==> config.mk <==
export PLATFORM = sky130hd
export DESIGN_NAME = recon_stream_out_flat
export DESIGN_NICKNAME = d
export VERILOG_FILES = /design/src/rtl/recon_stream_if.sv /design/src/rtl/recon_stream_out.sv /design/src/flat_wrapper.sv
export SDC_FILE = /design/constraint.sdc
export NUM_CORES = 1
export LEC_CHECK = 0
export ABC_CLOCK_PERIOD_IN_PS = 15800
export CAP_MARGIN = 20
export CORE_MARGIN = 5
export CORE_UTILIZATION = 30
export DETAILED_ROUTE_END_ITERATION = 8
export PLACE_DENSITY = 0.54
export SYNTH_ARGS = -nofsm -noshare
export SYNTH_HDL_FRONTEND = slang
export SYNTH_SLANG_ARGS = --single-unit
export TNS_END_PERCENT = 10
==> constraint.sdc <==
create_clock -name clk -period 15.8 [get_ports clk]
set_clock_uncertainty 0.05 [all_clocks]
set_input_delay 4.74 -clock clk [delete_from_list [all_inputs] [get_ports clk]]
set_output_delay 4.74 -clock clk [all_outputs]
set_load 0.1 [all_outputs]
==> src/rtl/recon_stream_if.sv <==
// Frame-in / pixel-stream-out bundle for recon_stream_out.
// master = the output stage itself, slave = the surrounding logic.
interface recon_stream_if #(
  parameter int DW    = 20,
  parameter int NPIX  = 9,
  parameter int CNT_W = 16
);
  logic                 in_valid;
  logic                 in_ready;
  logic [NPIX*DW-1:0]   in_data;
  logic                 out_valid;
  logic                 out_ready;
  logic [DW-1:0]        out_data;
  logic [7:0]           out_pix8;
  logic                 out_bit;
  logic [3:0]           out_idx;
  logic                 out_last;
  logic                 frame_done;
  logic [NPIX-1:0]      frame_mask;
  logic [3:0]           frame_ones;
  logic [CNT_W-1:0]     frame_cnt;

  modport master (
    input  in_valid, in_data, out_ready,
    output in_ready, out_valid, out_data, out_pix8, out_bit, out_idx, out_last,
           frame_done, frame_mask, frame_ones, frame_cnt
  );

  modport slave (
    output in_valid, in_data, out_ready,
    input  in_ready, out_valid, out_data, out_pix8, out_bit, out_idx, out_last,
           frame_done, frame_mask, frame_ones, frame_cnt
  );
endinterface

==> src/rtl/recon_stream_out.sv <==
// Captures a 3x3 frame of Q3.16 samples, clamps to [0,1.0] and streams one pixel per beat.
// First beat the cycle after capture; out_ready low stalls the beat, in_ready low while streaming.
module recon_stream_out #(
  parameter int DW    = 20,
  parameter int FRAC  = 16,
  parameter int NPIX  = 9,
  parameter int CNT_W = 16,
  parameter logic signed [DW-1:0] THRESH = 20'sh08000
) (
  input  logic           clk,
  input  logic           rst,
  recon_stream_if.master io
);

  localparam logic signed [DW-1:0] ONE = {{(DW-FRAC-1){1'b0}}, 1'b1, {FRAC{1'b0}}};
  localparam logic [3:0] LAST = 4'(NPIX - 1);

  typedef enum logic {IDLE = 1'b0, STREAM = 1'b1} state_t;

  state_t               state_q, state_d;
  logic signed [DW-1:0] buf_q [NPIX];
  logic [3:0]           idx_q, idx_d;
  logic signed [DW-1:0] data_q, data_d;
  logic [7:0]           pix8_q;
  logic                 bit_q;
  logic                 done_q;
  logic [NPIX-1:0]      mask_q, mask_d;
  logic [3:0]           ones_q, ones_d;
  logic [CNT_W-1:0]     cnt_q;
  logic                 in_fire, out_fire, last_fire;

  function automatic logic signed [DW-1:0] clamp(input logic signed [DW-1:0] v);
    logic signed [DW-1:0] r;
    if (v[DW-1])      r = '0;
    else if (v > ONE) r = ONE;
    else              r = v;
    return r;
  endfunction

  function automatic logic [7:0] quant(input logic signed [DW-1:0] c);
    return (c == ONE) ? 8'hFF : c[FRAC-1:FRAC-8];
  endfunction

  function automatic logic over_thresh(input logic signed [DW-1:0] c);
    return c >= THRESH;
  endfunction

  assign in_fire   = io.in_valid & io.in_ready;
  assign out_fire  = io.out_valid & io.out_ready;
  assign last_fire = out_fire & io.out_last;

  always_ff @(posedge clk or posedge rst) begin
    if (rst) state_q <= IDLE;
    else     state_q <= state_d;
  end

  always_comb begin
    state_d = state_q;
    case (state_q)
      IDLE:    if (in_fire)   state_d = STREAM;
      STREAM:  if (last_fire) state_d = IDLE;
      default: state_d = IDLE;
    endcase
  end

  always_comb begin
    io.in_ready  = (state_q == IDLE);
    io.out_valid = (state_q == STREAM);
    io.out_last  = (state_q == STREAM) && (idx_q == LAST);
  end

  // Beat registers hold their value unless a new frame lands or the current beat is taken.
  always_comb begin
    idx_d  = idx_q;
    data_d = data_q;
    if (in_fire) begin
      idx_d  = '0;
      data_d = clamp(io.in_data[DW-1:0]);
    end else if (last_fire) begin
      idx_d  = '0;
      data_d = '0;
    end else if (out_fire) begin
      idx_d  = idx_q + 4'd1;
      data_d = buf_q[idx_d];
    end
  end

  always_comb begin
    mask_d = '0;
    ones_d = '0;
    for (int i = 0; i < NPIX; i++) begin
      mask_d[i] = over_thresh(buf_q[i]);
      ones_d    = ones_d + {3'b000, mask_d[i]};
    end
  end

  always_ff @(posedge clk or posedge rst) begin
    if (rst) begin
      for (int i = 0; i < NPIX; i++) begin
        buf_q[i] <= '0;
      end
      idx_q  <= '0;
      data_q <= '0;
      pix8_q <= '0;
      bit_q  <= 1'b0;
      done_q <= 1'b0;
      mask_q <= '0;
      ones_q <= '0;
      cnt_q  <= '0;
    end else begin
      idx_q  <= idx_d;
      data_q <= data_d;
      pix8_q <= quant(data_d);
      bit_q  <= over_thresh(data_d);
      done_q <= last_fire;
      if (in_fire) begin
        for (int i = 0; i < NPIX; i++) begin
          buf_q[i] <= clamp(io.in_data[i*DW +: DW]);
        end
      end
      if (last_fire) begin
        mask_q <= mask_d;
        ones_q <= ones_d;
        cnt_q  <= cnt_q + 1'b1;
      end
    end
  end

  assign io.out_data   = data_q;
  assign io.out_pix8   = pix8_q;
  assign io.out_bit    = bit_q;
  assign io.out_idx    = idx_q;
  assign io.frame_done = done_q;
  assign io.frame_mask = mask_q;
  assign io.frame_ones = ones_q;
  assign io.frame_cnt  = cnt_q;

endmodule
==> src/flat_wrapper.sv <==
// flat-port wrapper written by rule: the top's interface ports become plain ports
module recon_stream_out_flat 
#(
  parameter int DW    = 20,
  parameter int FRAC  = 16,
  parameter int NPIX  = 9,
  parameter int CNT_W = 16,
  parameter logic signed [DW-1:0] THRESH = 20'sh08000
)
  (clk, rst, io_in_valid, io_in_data, io_out_ready, io_in_ready, io_out_valid, io_out_data, io_out_pix8, io_out_bit, io_out_idx, io_out_last, io_frame_done, io_frame_mask, io_frame_ones, io_frame_cnt);
  recon_stream_if #(.DW(DW), .NPIX(NPIX), .CNT_W(CNT_W)) io_i ();
  input  logic clk;
  input  logic rst;
  input wire logic [$bits(io_i.in_valid)-1:0] io_in_valid;
  input wire logic [$bits(io_i.in_data)-1:0] io_in_data;
  input wire logic [$bits(io_i.out_ready)-1:0] io_out_ready;
  output wire logic [$bits(io_i.in_ready)-1:0] io_in_ready;
  output wire logic [$bits(io_i.out_valid)-1:0] io_out_valid;
  output wire logic [$bits(io_i.out_data)-1:0] io_out_data;
  output wire logic [$bits(io_i.out_pix8)-1:0] io_out_pix8;
  output wire logic [$bits(io_i.out_bit)-1:0] io_out_bit;
  output wire logic [$bits(io_i.out_idx)-1:0] io_out_idx;
  output wire logic [$bits(io_i.out_last)-1:0] io_out_last;
  output wire logic [$bits(io_i.frame_done)-1:0] io_frame_done;
  output wire logic [$bits(io_i.frame_mask)-1:0] io_frame_mask;
  output wire logic [$bits(io_i.frame_ones)-1:0] io_frame_ones;
  output wire logic [$bits(io_i.frame_cnt)-1:0] io_frame_cnt;
  assign io_i.in_valid = io_in_valid;
  assign io_i.in_data = io_in_data;
  assign io_i.out_ready = io_out_ready;
  assign io_in_ready = io_i.in_ready;
  assign io_out_valid = io_i.out_valid;
  assign io_out_data = io_i.out_data;
  assign io_out_pix8 = io_i.out_pix8;
  assign io_out_bit = io_i.out_bit;
  assign io_out_idx = io_i.out_idx;
  assign io_out_last = io_i.out_last;
  assign io_frame_done = io_i.frame_done;
  assign io_frame_mask = io_i.frame_mask;
  assign io_frame_ones = io_i.frame_ones;
  assign io_frame_cnt = io_i.frame_cnt;
  recon_stream_out #(.DW(DW), .FRAC(FRAC), .NPIX(NPIX), .CNT_W(CNT_W), .THRESH(THRESH)) u_core (.clk(clk), .rst(rst), .io(io_i));
endmodule
==> impl.org, run 1 <==
** Outcome
- The flow ran to the end, and the final reports show no timing, DRC or antenna violations.

** Clocking
- Post-CTS timing repair inserted 0 buffers for setup.
- In this run the number of H-tree levels came out at 1.
- In this run, post-CTS hold repair placed 0 buffers.
- Clock Sink Count :: 235
- Number of clock buffers inserted by TritonCTS :: 27
- TritonCTS built the clock tree.
- The number of gates resized after CTS was 0.
- Clock slew at reported path FFs :: roughly 60 ps
- Clk Latency, worst-skew pair :: ~530 ps
- The cell sitting at the root of the clock tree is a sky130_fd_sc_hd__clkbuf_16.
- Counting along the longest clock path gives a buffer depth of 3.

** Synthesis
- Mean cell area of the mapped netlist :: 11.8 µm²
- In this run, synthesis inferred 0 flip-flops with an integrated enable.
- Summed over its instances, the top area cell type makes up 53.6% of the synthesized netlist area.
- Proportion of synthesized flip-flops having asynchronous set or reset :: 100%
- The synthesized design spends more area on one cell type than any other, namely sky130_fd_sc_hd__dfrtp_1.
- Post-synthesis sequential area ratio :: between 50 and 60%
- Synthesis produced a netlist with a net count of between 1000 and 1500.
- Yosys printed 0 warnings.
- Post-synthesis cell count :: 928
- The netlist uses between 60 and 70 different library cells.
- Ranked by total cell area, the synthesized netlist is headed by sky130_fd_sc_hd__dfrtp_1 (54%), sky130_fd_sc_hd__a22o_1 (11%), sky130_fd_sc_hd__mux4_2 (2.7%), sky130_fd_sc_hd__nor4_1 (2.5%), sky130_fd_sc_hd__nand2_1 (1.9%).
- The synthesized design contains between 200 and 250 register bits.
- Most used DFF post-synth :: sky130_fd_sc_hd__dfrtp_1
- The synthesized netlist occupies a cell area of ~11000 µm².

** Placement
- During placement, the flow inserted port buffers numbering between 200 and 250.
- Detailed Place HPWL :: 29000 µm
- At the placement stage, the worst setup path has a slack of between 7000 and 8000 ps.
- Global placement routability congestion :: 0.861

** Flow run
- Max cap viols :: 0

** Power
- Summed over all cells, the static leakage comes to 6.59 nW.
- Portion of total power attributed to sequential cells :: between 20% and 30%
- Switching power share of the total :: around 43%
- The design draws between 0.002 and 0.003 W.
- IR Drop Worst-Case VDD :: around 0.14 mV
- Net load switching power :: 0.00119 W
- Clk network pwr share :: a little under a quarter
- Dividing total power by cell area gives a power density of between 150 and 200 nW/µm².
- Internal power consumption :: between 0.0015 and 0.002 W
- Of the total power, combinational logic draws a little under half.

** Final layout
- Relative to the synthesized area, the layout overhead comes to 35.2%.
- Number of antenna cells inserted :: 0
- Footprint of the multi-input gates :: 4730 µm²
- Fraction of layout instances using a drive strength above 1 :: 8.66%
- Sequential cell area :: around 5900 µm²
- Post-layout net count :: roughly 1400
- Filler Cell Count :: approximately 3400

** Route
- The first routing iteration left between 600 and 700 violations.
- Post-detailed-route wirelength per cell :: 23.5 µm
- DRC violations left :: 0
- The first TritonRoute pass finished after 5 iterations.
- After detailed routing, the total wire length is about 39000 µm.
- ANT nets after route :: 0
- For this block, the via count after detailed routing is around 9000.
- After detailed routing, the number of vias per cell comes to ~5.4.

** STA
- After layout, the worst setup slack is between 7000 and 8000 ps.
- Summed over all failing endpoints, the final setup total negative slack is 0 ps.
- The final-report max-slew violation count came to 0.
- Upper clock frequency limit :: approximately 120 MHz
- The number of hold-slack violations in the final timing report is 0.
- Setup repair after global routing left no endpoint under its margin.
- Setup violations remaining at the end of the flow were counted as 0.
- For the pin with the worst max-slew slack, the measured transition is slightly above 1000 ps.
- The worst pin sits at a relative slew slack of a little under a third.
- Minimum clock period after layout :: about 8000 ps
- Final period utilization :: a little over half

** Setup path
- Number of gates on the worst path with buffers counted :: 6
- Classification of the worst setup path :: reg -> out
- Of all nets on the critical path, the largest fanout is 29.
- STA classifies the critical path endpoint as an output port.
- STA classifies the critical path startpoint as a flop.
- Data on the critical path is required at its endpoint by roughly 11000 ps.
- The critical path goes through buf_4 > inv_1 > ha_4 > nand3b_1 > nor2_1 > clkdlybuf4s50_1.
- Critical path's slowest cell :: sky130_fd_sc_hd__clkdlybuf4s50_1
- Kind of cell adding the most delay to the critical path :: buffers and inverters
- Counting cells, the worst reg-to-reg path comes to 10.
- Data arrives at the worst endpoint at between 3000 and 4000 ps.
- On the worst path, the slowest cell contributes a delay of between 1000 and 1500 ps.
- Worst setup path endpoint :: io_out_last
- The setup check on the worst reg-to-reg path leaves a slack of between 10000 and 15000 ps.
- Capture point of the worst reg-to-reg path :: u_core.io.out_pix8[4]
- The worst register-to-register path begins at u_core.io.out_idx[0].
- The critical path starts at u_core.io.out_idx[0].
- The number of buffers and inverters on the critical path is 3.

** Floorplanning
- Area of the core region :: between 30000 and 40000 µm²
- The initial utilization of the core area, before any placement, comes to a little under a third.
- Std-Cell Rows :: 70
- Ports :: 250
- In this run the vertical extent of the chip is between 200 and 250 µm.
- Overall die area :: 40500 µm²
- From left edge to right edge, the die measures around 200 µm.

** GRT
- All-Layer GR Usage :: between 10% and 20%
- Initial antenna violation count :: 0
- The number of global-route vias before repair came to around 9300.
- Summed over all layers, the global routing overflow is 0.
- First-pass GRT wire length :: just under 60000 µm
- Largest net degree at the start of global routing :: 98

** Min path
- Cell count of the worst hold path :: 2
- The path class of the tightest hold or removal check is reg -> reg.
[area by class of cell]
class                      instances  area share (%)
timing repair buffer             265            17.7
sequential                       235            39.6
inverter                          20           0.557
clock buffer                      40            5.42
tap                              468            3.95
clock inverter                     9           0.826
multi-input combinational        609            31.9
[metrics by stage]
stage	utilization (%)	instance area, µm²	hold WS (ps)	instances
after floorplan	-	11000	389	928
after global placement	38.2	13900	407	1595
after detailed placement	38.2	13900	413	1596
after CTS	40.7	14800	427	1645
after global routing	40.8	14800	439	1646
final	40.8	14800	427	1646
[how the worst min path moves through the flow]
stage / startpoint / endpoint / slack, ps
after global placement: u_core.buf_q[166] / u_core.buf_q[166] / 410
after global routing: u_core.buf_q[166] / u_core.buf_q[166] / 440
final: u_core.buf_q[169] / u_core.buf_q[169] / 430
after floorplan: u_core.buf_q[160] / u_core.buf_q[160] / 390
after detailed placement: u_core.buf_q[169] / u_core.buf_q[169] / 410
after CTS: u_core.buf_q[169] / u_core.buf_q[169] / 430
[flip-flops by register name, summed over array words and instances, names as in the netlist]
register,count
u_core.buf_q,171
u_core.io.out_data,20
u_core.io.frame_cnt,16
u_core.io.frame_mask,9
u_core.io.out_pix8,8
u_core.io.frame_ones,4
u_core.io.out_idx,4
u_core.io.frame_done,1
u_core.io.out_bit,1
u_core.io.out_valid,1
[power groups by stage]
stage               Clock [W]  Combinational, W  Sequential (W)
floorplan                   0          0.000649         0.00110
global placement            0           0.00127        0.000826
detailed placement          0           0.00128        0.000827
CTS                  0.000665           0.00129        0.000817
global route         0.000689           0.00137        0.000829
finish               0.000647           0.00128        0.000816
[cell usage in the layout, fill, tap and decap left out, drive strengths merged, types with 21 or more instances in the layout]
cell type | netlist | final
clkdlybuf4s50 | 0 | 249
dfrtp | 235 | 235
a22o | 141 | 141
nand2 | 57 | 57
nor4 | 44 | 44
clkbuf | 42 | 40
a21oi | 39 | 39
nor2 | 31 | 31
and2 | 24 | 24
nand3 | 21 | 21
[logic make-up (layout without fill, tap and decap cells)]
group | after synthesis | after routing | synth area share, %
mux | 49 | 49 | 7.15
fa+ha+maj | 14 | 14 | 1.94
flops | 235 | 235 | 53.6
compound gates | 259 | 259 | 18.4
buf+inv | 84 | 334 | 3.64
xor+xnor | 21 | 21 | 1.92
simple gates | 266 | 266 | 13.3
[cell usage after synthesis (4+ instances only)]
cell and n:
sky130_fd_sc_hd__a2111oi_0 8, sky130_fd_sc_hd__a211o_1 6, sky130_fd_sc_hd__a211oi_1 5, sky130_fd_sc_hd__a21oi_1 39, sky130_fd_sc_hd__a22o_1 141, sky130_fd_sc_hd__a22oi_1 6
sky130_fd_sc_hd__and2_1 24, sky130_fd_sc_hd__and3_1 5, sky130_fd_sc_hd__buf_1 5, sky130_fd_sc_hd__buf_2 8, sky130_fd_sc_hd__buf_6 4, sky130_fd_sc_hd__clkbuf_1 42
sky130_fd_sc_hd__dfrtp_1 235, sky130_fd_sc_hd__fa_1 5, sky130_fd_sc_hd__ha_1 9, sky130_fd_sc_hd__inv_1 20, sky130_fd_sc_hd__mux2_2 14, sky130_fd_sc_hd__mux2i_1 15
sky130_fd_sc_hd__mux4_1 7, sky130_fd_sc_hd__mux4_2 13, sky130_fd_sc_hd__nand2_1 57, sky130_fd_sc_hd__nand2b_1 7, sky130_fd_sc_hd__nand3_1 21, sky130_fd_sc_hd__nand4_1 15
sky130_fd_sc_hd__nor2_1 31, sky130_fd_sc_hd__nor2b_1 9, sky130_fd_sc_hd__nor3_1 20, sky130_fd_sc_hd__nor4_1 43, sky130_fd_sc_hd__o21ai_0 14, sky130_fd_sc_hd__o221ai_1 4
sky130_fd_sc_hd__o22ai_1 12, sky130_fd_sc_hd__o31ai_1 8, sky130_fd_sc_hd__or2_1 4, sky130_fd_sc_hd__or4_1 15, sky130_fd_sc_hd__xnor2_1 10, sky130_fd_sc_hd__xor2_1 9
[worst min-delay path, delay by kind of cell, from the launching register on]
family	cells	cell delay (ps)
and+or+nand+nor	2	110
DFF	1	340
[routing by layer]
layer / track usage [%] / share of wire [%] / vias to the layer above
met5: 0 / 0 / -
met1: 26.6 / 46 / 4442
met3: 4.14 / 5.9 / 44
met2: 29.2 / 46 / 279
li1: - / - / 4042
met4: 3.25 / 1.7 / 0
No activity file was read; power rests on OpenSTA's default activity.
==> run 2, diff against run 1 <==
ABC_CLOCK_PERIOD_IN_PS = 8500   (was 15800)
clock period = 8.5 ns   (was 15.8 ns; I/O delays follow)
==> impl.org, run 2 (same netlist as run 1, synthesis figures left out) <==
** Route
- Summing over every cut layer, the via total after detailed routing is slightly below 9000.
- For this run, the detailed router's first-pass iteration total came to 5.
- After detailed routing, the number of vias per cell comes to about 5.4.
- ANT nets after route :: 0
- Routed wire length :: ~39000 µm
- Iter 0 DRT Violations :: 551
- DRC violations left :: 0
- Post-detailed-route wirelength per cell :: 23.6 µm

** Clocking
- TritonCTS built the clock tree.
- Clock Sink Count :: between 200 and 250
- Clk Latency, worst-skew pair :: between 500 and 600 ps
- For this design, the CTS-stage hold fixing added 0 buffers.
- After clock tree synthesis, the clock-pin slew on the worst setup and hold paths is roughly 70 ps.
- Counting the buffers created by CTS gives 27.
- In this run the clock root is driven by a sky130_fd_sc_hd__clkbuf_16.
- After clock tree synthesis, the repair step resized 0 gates.
- Counting along the longest clock path gives a buffer depth of 3.
- Number of setup buffers added after CTS :: 0
- H-tree depth :: 1

** Final layout
- Leaving out fill and tap cells, the most frequent cell in the layout is sky130_fd_sc_hd__clkdlybuf4s50_1.
- Number of antenna cells inserted :: 0
- Filler Cell Count :: roughly 3500
- Post-layout net count :: around 1400
- In the layout the commonest cells are sky130_fd_sc_hd__clkdlybuf4s50_1 (249), sky130_fd_sc_hd__dfrtp_1 (235), sky130_fd_sc_hd__a22o_1 (141).
- Top reg by flops :: u_core.buf_q
- Footprint of the multi-input gates :: roughly 4700 µm²
- The area growth from synthesis to layout is 35.8%.
- Number of flip-flops under the largest register name :: approximately 170
- Sequential cell area :: 5880 µm²
- Fin area :: roughly 15000 µm²
- In the final layout, the share of cells above drive strength 1 is under 10%.

** Power
- In this run switching power makes up a little over two fifths of total power.
- In this run, the combinational gates consume between 40 and 50% of the power.
- Portion of total power attributed to sequential cells :: approximately 30%
- The clock network is responsible for approximately a quarter of the overall power.
- For this design the static power due to leakage is between 6 and 7 nW.
- In this run the power density over the cells is ~350 nW/µm².
- Cell internal power was estimated by the tool at approximately 0.0029 W.
- VDD sags by at most around 0.28 mV.
- In this run the power spent charging and discharging nets is ~0.0023 W.

** Setup path
- The worst setup path is of the reg -> out kind.
- The number of cells on the worst reg-to-reg path is 11.
- Worst setup EP type :: output port
- For the worst setup path, the data arrival time is slightly below 3000 ps.
- Of all nets on the critical path, the largest fanout is 29.
- Category of the worst setup path launch point :: flop
- Required time of the critical path :: around 6000 ps

** STA
- The smallest clock period supported by the final layout is computed as between 5000 and 6000 ps.
- Final setup violation count :: 0
- Adding up every negative setup slack in the final design gives 0 ps.
- Slew Limit Fails :: 0
- Setup repair after global routing left no endpoint under its margin.
- Transition time of the tightest slew-check pin :: between 1000 and 1500 ps
- The number of hold-slack violations in the final timing report is 0.
- Headroom to the max-slew limit came out at approximately a third.
- Final period utilization :: around two thirds
- Upper clock frequency limit :: around 180 MHz

** GRT
- Busiest layer in global routing :: met2
- The first global-routing pass estimated 59600 µm of wire.
- Routing usage on met1 :: between 20% and 30%
- Via count of the first global-routing pass :: about 9400
- Global routing met3 resource utilization :: 4.03%
- Largest net degree at the start of global routing :: ~140
- For this run, global-route usage on met2 was measured as 29.6%.
- For this run the aggregate overflow at the end of global routing stands at 0.
- Initial antenna violation count :: 0
- All-Layer GR Usage :: roughly a fifth

** Placement
- Input and output buffers added on the ports amount to roughly 250.
- Global placement routability congestion :: 0.867
- The wire-length estimate of the detail-placed layout is between 20000 and 30000 µm.
- Placed Instance Area :: ~14000 µm²

** Flow run
- Max cap viols :: 0

** Floorplanning
- The die is between 200 and 250 µm tall.
- The die covers between 40000 and 50000 µm².
- Area of the core region :: approximately 36000 µm²
- Std-Cell Rows :: 70
- For this configuration, the core starts out at a cell density of a little under a third.
- Ports :: 250
- Die X-Extent :: between 200 and 250 µm

** Min path
- Cell count of the worst hold path :: 1
- Worst hold-check path type :: reg -> reg

** Outcome
- The run finished with clean final reports.
run 2: per-layer routing:
| metal | share of wire, % | wire (µm) | vias to the layer above |
|---|---|---|---|
| met5 | 0 | 0 | - |
| met4 | 1.5 | 597 | 0 |
| met3 | 6.3 | 2460 | 40 |
| met2 | 46 | 17900 | 297 |
| met1 | 46 | 18100 | 4459 |
| li1 | - | - | 4056 |
run 2: worst paths after layout:
path                       slack (ps)               startpoint                 endpoint
min in group asynchronous        2240                      rst         u_core.buf_q[72]
min reg2reg                       430  u_core.io.frame_cnt[15]  u_core.io.frame_cnt[15]
max reg2reg                      3860     u_core.io.out_idx[0]    u_core.io.out_pix8[6]
min                               430  u_core.io.frame_cnt[15]  u_core.io.frame_cnt[15]
max                              2970     u_core.io.out_idx[0]              io_out_last
max in group asynchronous        4990                      rst        u_core.buf_q[134]
run 2: metrics by stage:
| step | utilization [%] | setup slack, ps | total power (W) | hold slack [ps] | cells |
|---|---|---|---|---|---|
| floorplan | - | 2580 | 0.00324 | 389 | 928 |
| global placement | 38.3 | 2640 | 0.00393 | 410 | 1600 |
| detailed placement | 38.3 | 2580 | 0.00396 | 424 | 1602 |
| CTS | 40.9 | 2890 | 0.00521 | 432 | 1650 |
| global route | 41.0 | 2820 | 0.00544 | 457 | 1652 |
| finish | 41.0 | 2970 | 0.00516 | 428 | 1652 |
run 2: critical path, stage by stage, from the launching register on:
cell	delay [ps]
sky130_fd_sc_hd__dfrtp_1	360
sky130_fd_sc_hd__buf_4	240
sky130_fd_sc_hd__inv_1	160
sky130_fd_sc_hd__ha_4	150
sky130_fd_sc_hd__nand3b_1	180
sky130_fd_sc_hd__nor2_1	150
sky130_fd_sc_hd__clkdlybuf4s50_1	1140
run 2: power groups by stage:
stage / Clock [W] / Combinational (W) / Sequential, W
floorplan: 0 / 0.00121 / 0.00204
global placement: 0 / 0.00239 / 0.00154
detailed placement: 0 / 0.00242 / 0.00154
CTS: 0.00126 / 0.00243 / 0.00152
global route: 0.00130 / 0.00260 / 0.00154
finish: 0.00123 / 0.00241 / 0.00152
run 2: layout make-up:
| type | count | share of cell area [%] |
|---|---|---|
| Clock buffer | 38 | 5.35 |
| Clock inverter | 10 | 0.974 |
| Inverter | 20 | 0.529 |
| Multi-Input combinational cell | 609 | 31.7 |
| Sequential cell | 235 | 39.5 |
| Tap cell | 468 | 3.93 |
| Timing Repair Buffer | 272 | 18.0 |
